**src/rtl/writeback_regfile_if.sv**
```systemverilog
// Shared types and the memory-stage -> writeback bus.
//
// writeback_regfile_pkg : data types used on the writeback side
//   UIntX  - integer register value (32 bits)
//   InstPc - instruction address (32 bits)
//   IId    - instruction id (8 bits)
//   FwCtrl - writeback forwarding record {valid, can_forward, addr, wdata}
//
// writeback_regfile_if  : one completed instruction per cycle from the
// memory stage, plus the trap/flush kill.
//   master - driven by the memory stage / trap logic
//   slave  - consumed by writeback_regfile
package writeback_regfile_pkg;
  typedef logic [31:0] UIntX;
  typedef logic [31:0] InstPc;
  typedef logic [7:0]  IId;

  typedef struct packed {
    logic       valid;
    logic       can_forward;
    logic [4:0] addr;
    UIntX       wdata;
  } FwCtrl;
endpackage

interface writeback_regfile_if;
  import writeback_regfile_pkg::*;

  logic       mem_wb_valid;
  InstPc      mem_wb_pc;
  IId         mem_wb_inst_id;
  logic       mem_wb_rf_wen;
  logic [4:0] mem_wb_addr;
  UIntX       mem_wb_wdata;
  logic       wb_kill;

  modport master (
    output mem_wb_valid, mem_wb_pc, mem_wb_inst_id, mem_wb_rf_wen,
           mem_wb_addr, mem_wb_wdata, wb_kill
  );

  modport slave (
    input  mem_wb_valid, mem_wb_pc, mem_wb_inst_id, mem_wb_rf_wen,
           mem_wb_addr, mem_wb_wdata, wb_kill
  );
endinterface

```
**src/rtl/writeback_regfile.sv**
```systemverilog
// Final pipeline stage and owner of the 32-entry architectural register file.
// An instruction from the memory stage is latched into a one-entry stage
// register, then commits into the register file at the following edge.
// While it sits in the stage register it is visible on the forwarding record
// so consumers never see a gap between capture and regfile update.
//
// Optional feature macro: WB_RETIRE_COUNTER_EN adds output wb_retire_count
// (wrapping count of committed instructions, RETIRE_W bits wide).
//
// Ports:
//   clk               clock
//   reset             synchronous, active-high reset
//   mem_wb            memory-stage bus (slave side)
//   regfile           architectural registers, entry 0 hard-wired to 0
//   dh_wb_fw          forwarding record for the instruction now committing
//   wb_retire_valid   pulses in the cycle an instruction commits
//   wb_retire_inst_id id of the committing instruction
//   wb_retire_pc      PC of the committing instruction
//   wb_retire_count   committed-instruction count (macro only)
module writeback_regfile
  import writeback_regfile_pkg::*;
#(
  parameter int unsigned RETIRE_W = 64
)
(
  input  logic                  clk,
  input  logic                  reset,
  writeback_regfile_if.slave    mem_wb,
  output UIntX [31:0]           regfile,
  output FwCtrl                 dh_wb_fw,
`ifdef WB_RETIRE_COUNTER_EN
  output logic [RETIRE_W-1:0]   wb_retire_count,
`endif
  output logic                  wb_retire_valid,
  output IId                    wb_retire_inst_id,
  output InstPc                 wb_retire_pc
);

  typedef struct packed {
    logic       v;
    InstPc      pc;
    IId         inst_id;
    logic       rf_wen;
    logic [4:0] addr;
    UIntX       wdata;
  } stage_t;

  stage_t      s_d, s_q;
  // Entry 0 has no storage; it is spliced in as a constant below.
  UIntX [31:1] rf_q;
  logic        commit_wr;

  // Payload loads every cycle; only the valid bit is qualified by the kill.
  always_comb begin
    s_d         = '0;
    s_d.v       = mem_wb.mem_wb_valid && !mem_wb.wb_kill;
    s_d.pc      = mem_wb.mem_wb_pc;
    s_d.inst_id = mem_wb.mem_wb_inst_id;
    s_d.rf_wen  = mem_wb.mem_wb_rf_wen;
    s_d.addr    = mem_wb.mem_wb_addr;
    s_d.wdata   = mem_wb.mem_wb_wdata;
  end

  assign commit_wr = s_q.v && s_q.rf_wen && (s_q.addr != 5'd0);

  // Reset takes priority, so a commit pending in the reset cycle is dropped.
  always_ff @(posedge clk) begin
    if (reset) begin
      s_q  <= '0;
      // NOTE: the register file is reset explicitly because software relies
      // on all registers reading 0 after reset; this forces flops, not RAM.
      rf_q <= '0;
    end else begin
      // NOTE: non-blocking updates let the commit read the old s_q while
      // s_q is overwritten with the next instruction at the same edge.
      s_q <= s_d;
      if (commit_wr) rf_q[s_q.addr] <= s_q.wdata;
    end
  end

  assign regfile = {rf_q, UIntX'(0)};

  // Writeback data is final, so anything valid here can always forward.
  always_comb begin
    dh_wb_fw = '0;
    if (commit_wr) begin
      dh_wb_fw.valid       = 1'b1;
      dh_wb_fw.can_forward = 1'b1;
      dh_wb_fw.addr        = s_q.addr;
      dh_wb_fw.wdata       = s_q.wdata;
    end
  end

  // Every instruction in the stage retires, writing or not.
  assign wb_retire_valid   = s_q.v;
  assign wb_retire_inst_id = s_q.inst_id;
  assign wb_retire_pc      = s_q.pc;

`ifdef WB_RETIRE_COUNTER_EN
  logic [RETIRE_W-1:0] retire_cnt_q;

  always_ff @(posedge clk) begin
    if (reset)      retire_cnt_q <= '0;
    else if (s_q.v) retire_cnt_q <= retire_cnt_q + 1'b1;
  end

  assign wb_retire_count = retire_cnt_q;
`endif

endmodule

```
**src/flat_wrapper.sv**
```systemverilog
// flat-port wrapper written by rule: the top's interface ports become plain ports
module writeback_regfile_flat import writeback_regfile_pkg::*;
#(
  parameter int unsigned RETIRE_W = 64
)
  (clk, reset, regfile, dh_wb_fw, wb_retire_valid, wb_retire_inst_id, wb_retire_pc, mem_wb_mem_wb_valid, mem_wb_mem_wb_pc, mem_wb_mem_wb_inst_id, mem_wb_mem_wb_rf_wen, mem_wb_mem_wb_addr, mem_wb_mem_wb_wdata, mem_wb_wb_kill);
  writeback_regfile_if mem_wb_i ();
  input  logic clk;
  input  logic reset;
  output UIntX [31:0] regfile;
  output FwCtrl dh_wb_fw;
  output logic wb_retire_valid;
  output IId wb_retire_inst_id;
  output InstPc wb_retire_pc;
  input wire logic [$bits(mem_wb_i.mem_wb_valid)-1:0] mem_wb_mem_wb_valid;
  input wire logic [$bits(mem_wb_i.mem_wb_pc)-1:0] mem_wb_mem_wb_pc;
  input wire logic [$bits(mem_wb_i.mem_wb_inst_id)-1:0] mem_wb_mem_wb_inst_id;
  input wire logic [$bits(mem_wb_i.mem_wb_rf_wen)-1:0] mem_wb_mem_wb_rf_wen;
  input wire logic [$bits(mem_wb_i.mem_wb_addr)-1:0] mem_wb_mem_wb_addr;
  input wire logic [$bits(mem_wb_i.mem_wb_wdata)-1:0] mem_wb_mem_wb_wdata;
  input wire logic [$bits(mem_wb_i.wb_kill)-1:0] mem_wb_wb_kill;
  assign mem_wb_i.mem_wb_valid = mem_wb_mem_wb_valid;
  assign mem_wb_i.mem_wb_pc = mem_wb_mem_wb_pc;
  assign mem_wb_i.mem_wb_inst_id = mem_wb_mem_wb_inst_id;
  assign mem_wb_i.mem_wb_rf_wen = mem_wb_mem_wb_rf_wen;
  assign mem_wb_i.mem_wb_addr = mem_wb_mem_wb_addr;
  assign mem_wb_i.mem_wb_wdata = mem_wb_mem_wb_wdata;
  assign mem_wb_i.wb_kill = mem_wb_wb_kill;
  writeback_regfile #(.RETIRE_W(RETIRE_W)) u_core (.clk(clk), .reset(reset), .mem_wb(mem_wb_i), .regfile(regfile), .dh_wb_fw(dh_wb_fw), .wb_retire_valid(wb_retire_valid), .wb_retire_inst_id(wb_retire_inst_id), .wb_retire_pc(wb_retire_pc));
endmodule
```
**config.mk**
```make
export PLATFORM = sky130hd
export DESIGN_NAME = writeback_regfile_flat
export DESIGN_NICKNAME = d
export VERILOG_FILES = /design/src/rtl/writeback_regfile_if.sv /design/src/rtl/writeback_regfile.sv /design/src/flat_wrapper.sv
export SDC_FILE = /design/constraint.sdc
export NUM_CORES = 2
export LEC_CHECK = 0
export CAP_MARGIN = 0
export CORE_AREA = 3 3 459 461
export DETAILED_ROUTE_END_ITERATION = 6
export DIE_AREA = 0 0 462 464
export GPL_ROUTABILITY_DRIVEN = 0
export PLACE_DENSITY = 0.45
export REMOVE_ABC_BUFFERS = 1
export SLEW_MARGIN = 40
export SYNTH_ARGS = -nofsm -noshare
export SYNTH_HDL_FRONTEND = slang
export SYNTH_SLANG_ARGS = --single-unit
```
**constraint.sdc**
```tcl
create_clock -name clk -period 1.9 [get_ports clk]
set_input_delay 0.285 -clock clk [delete_from_list [all_inputs] [get_ports clk]]
set_output_delay 0.285 -clock clk [all_outputs]
set_load 0.02 [all_outputs]
```
Word level (Yosys, flattened, before mapping). Cells that the tools add are included.

Reductions and logical operators: 6. Mux-type cells: 4. $lt $le $gt $ge: 2.

Operators by type and width (number): $bwmux W992 (1); $demux W32 S5 (1); $mux W39 (1); $mux W32 (1); $lt A5 B6 Y1 const B (1); $ge A5 B1 Y1 const B (1); $reduce_bool A5 Y1 (1); $logic_and A1 B1 Y1 (4); $logic_not A1 Y1 (1).

Logic and storage cells: 49. Output and inout bits: 1104. Flip-flop bits (word level): 1071.

Longest topological paths before layout.
Depth in word-level cells: 5. Mapped depth: 6. Gate-level depth less buffers: 3.

Worst setup path before layout. Ideal clock, no wire load.

Path type: reg2out. From: reg u_core.s_q[35] (netlist name). To: out dh_wb_fw[15] (netlist name). Path slack: 0.198 ns. Data arrival time: 1.417 ns. Buffers on the path: 1. Cell stages (with the launch flop): 5. Path through: dfxtp_1 > nor3_1 > a21oi_1 > clkbuf_1 > and2_1.

RTL lines: from (decl) (RTL line writeback_regfile.sv:48) `stage_t s_d, s_q;`; from (signal assigned) (RTL line writeback_regfile.sv:69) `s_q <= '0;`; from (signal assigned) (RTL line writeback_regfile.sv:76) `s_q <= s_d;`; to (decl) (RTL line flat_wrapper.sv:11) `output FwCtrl dh_wb_fw;`.

==> run summary <==
share of cells above drive strength 1 -> 0.118
Yosys warning total -> 0
initial antenna violation count -> 14
leading area contributor after synthesis -> dfxtp_1
CTS tree -> yes
Final period util -> 1.27
final setup vio count -> 34
area of the die -> 214000 um^2
non-filler cells in the finished layout -> 7630
Final Hold Viols -> 0
simple-gate area share of the yosys netlist -> 0.182
DRT Pass-1 Iters -> 6
# rows -> 167
Post-synth top cells -> dfxtp_1 (1071), nand2b_1 (1024), mux2i_1 (992), clkbuf_1 (224), buf_4 (112)
Crit Path Category -> flip-flop to output pin
# IOs -> 1186
number of synthesized flops with an enable pin -> 0
DRT iter0 DRCs -> 1369
main combinational cell family by area after synthesis -> multiplexers
Final ANT Viol Nets -> 0
Synth Register Bits -> 1071
number of global-route vias before repair -> 30700
leading post-synthesis cells by cell area -> dfxtp_1 (53%), mux2i_1 (24%), nand2b_1 (16%)
Core ar. -> 207000 um^2
RSZ-0062 raised after global routing -> true
total CTS buffers -> 137
Hold Path Class -> input port to flip-flop
Yosys top cell area share -> 0.525
Avg Inst Size Synth -> 11.2 um^2
Max rail drop VDD -> 886 uV
pin count of the biggest net entering global routing -> 127
critical path data arrival time -> 2.12 ns
Synth Area in Adders -> 0
Req. time, crit path -> 1.62 ns
Clock Tree Root -> clkbuf_16
mux cell area share after synthesis -> 0.243
Slew HR -> 0.662
GRT overflow -> 0
die width -> 462 um
Power Density -> 830 nW/um^2
CP Launch Type -> flip-flop
drt wl/cell -> 24.0 um
HPWL Detailed -> 126 mm
Buffers on Ports -> 1153
failing checks -> setup timing
Synth Area in XOR/XNOR -> 0
Worst-path clk slew -> 0.05 ns
Worst Setup SP -> u_core.s_q[36]
count leader, synth -> dfxtp_1
final WL -> 183 mm
Synth Area in Compound Gates -> 0.000123
Synth async-reset ratio -> 0
Clock Tree Buf Depth -> 3
RR Startpoint -> u_core.wb_retire_valid
total power -> 0.0505 W
DR vias -> 29900
Fmax -> 416 MHz
Syn Inst Count -> 3648
Starting Density -> 0.197
Worst Skew -> 0.0314 ns
max-slew violation count -> 0
r2r setup slk -> 0.10 ns
Synth cell types -> 22
Synth Cell Area -> 40800 um^2
dpl cell area -> 56400 um^2
Hold WS -> 0.0931 ns
worst setup path end -> dh_wb_fw[4]
status -> finished, violations left
via/cell ratio -> 3.92
Worst setup EP type -> output pin
post-route cell area -> 60800 um^2
Worst Reg-to-Reg Cells -> 7
# H-tree levels -> 4
Top FF cell, synth -> dfxtp_1
reg2reg end -> u_core.regfile[303]
Area Growth Syn to Fin -> 49.0%
first-pass GRT wire length -> 250 mm
crit path max fanout -> 8
worst skew pair latency -> 0.79 ns
die extent in y -> 464 um
Worst Max-Slew Pin Slew -> 0.506 ns
sequential-to-total area share from yosys stat -> 0.525
DRC -> 0
leakage power -> 32.3 nW
clk sinks -> 1071
min cycle time layout -> 2.40 ns
maxcap violations -> 0
nets -> 4906
dpl cells -> 7309
overall routing resource usage -> 0.164
Final WS setup -> -0.504 ns
==> what timing repair did <==
item	in CTS	in global routing
gates cloned	4	0
endpoints found under the hold margin	68	0
pin swaps	13	3
endpoints found under the setup margin	1071	77
setup buffers	3	3
resized for setup	1507	49
hold buffers	71	0
==> power by group <==
group          total (W)  switching (W)  leakage (nW)  internal (W)
Combinational    0.00210        0.00114          21.5      0.000959
Sequential        0.0226      0.0000750          8.65        0.0226
Clock             0.0257         0.0105          2.15        0.0153
==> cell usage in the layout, fill, tap and decap left out, drive strengths merged <==
master and instances:
inv 3, nand2 32, and3 6, nor2b 78
nor4bb 1, clkdlybuf4s15 170, conb 32, clkinv 18
and4 1, nand2b 1024, clkbuf 222, and2 34
nor3 1, a21oi 1, and4b 2, clkinvlp 2
dfxtp 1071, bufinv 3, diode 3, nor3b 4
dlygate4sd2 852, nor2 1, dlygate4sd3 71, mux2i 992
clkdlybuf4s50 80, and3b 3, buf 219
==> critical path, stage by stage, from the launching register on <==
cell and delay [ns]:
dfxtp_2 0.32, nor3_2 0.16, buf_4 0.14, a21oi_4 0.05, buf_12 0.16, buf_16 0.18, and2_4 0.18, buf_6 0.12
==> cell type report <==
cell class / count / area [um^2]
fillers: 21600 / 146000
flip-flops and latches: 1071 / 21400
multi-input cells: 2212 / 17800
repair buffers: 1402 / 13700
clock buffers: 212 / 4120
well taps: 2704 / 3380
clock inverters: 26 / 278
diodes: 3 / 7.51
==> state kept, by name (all words and copies together), names as in the netlist <==
signal	cells
u_core.wb_retire_pc	32
u_core.wb_retire_valid	1
u_core.regfile	992
u_core.wb_retire_inst_id	8
u_core.s_q	38
==> per-stage QoR <==
stage / setup slack (ns) / utilization / TNS [ns]
after floorplan: -0.966 / - / -339.18
after global placement: -0.164 / 0.273 / -5.08
after detailed placement: -0.196 / 0.273 / -5.28
final: -0.504 / 0.294 / -16.10
after global routing: -0.629 / 0.294 / -20.73
after CTS: -0.622 / 0.294 / -20.27
==> cell families (layout without fill, tap and decap cells) <==
family	count (synthesis)	in the layout
other cells	1	35
simple gates	1187	1187
flops	1071	1071
mux	992	992
compound gates	1	1
buf+inv	396	1640
==> worst min-delay path by stage <==
stage	startpoint	end	slack, ns	depth (start not counted)
finish	mem_wb_mem_wb_wdata[30]	u_core.s_q[30]	0.09	2
CTS	mem_wb_mem_wb_pc[25]	u_core.wb_retire_pc[25]	0.003	2
global placement	u_core.regfile[988]	u_core.regfile[988]	0.46	2
global route	mem_wb_mem_wb_inst_id[5]	u_core.wb_retire_inst_id[5]	0.03	2
floorplan	reset	u_core.s_q[0]	0.36	1
detailed placement	u_core.regfile[385]	u_core.regfile[385]	0.46	2
==> layer usage <==
metal	track usage	wire (um)	vias to the layer above
li1	-	-	14100
met3	0.0646	16100	268
met2	0.275	86500	968
met5	0	32	-
met1	0.186	73200	14500
met4	0.0645	6940	6
No activity file was read; power rests on OpenSTA's default activity.
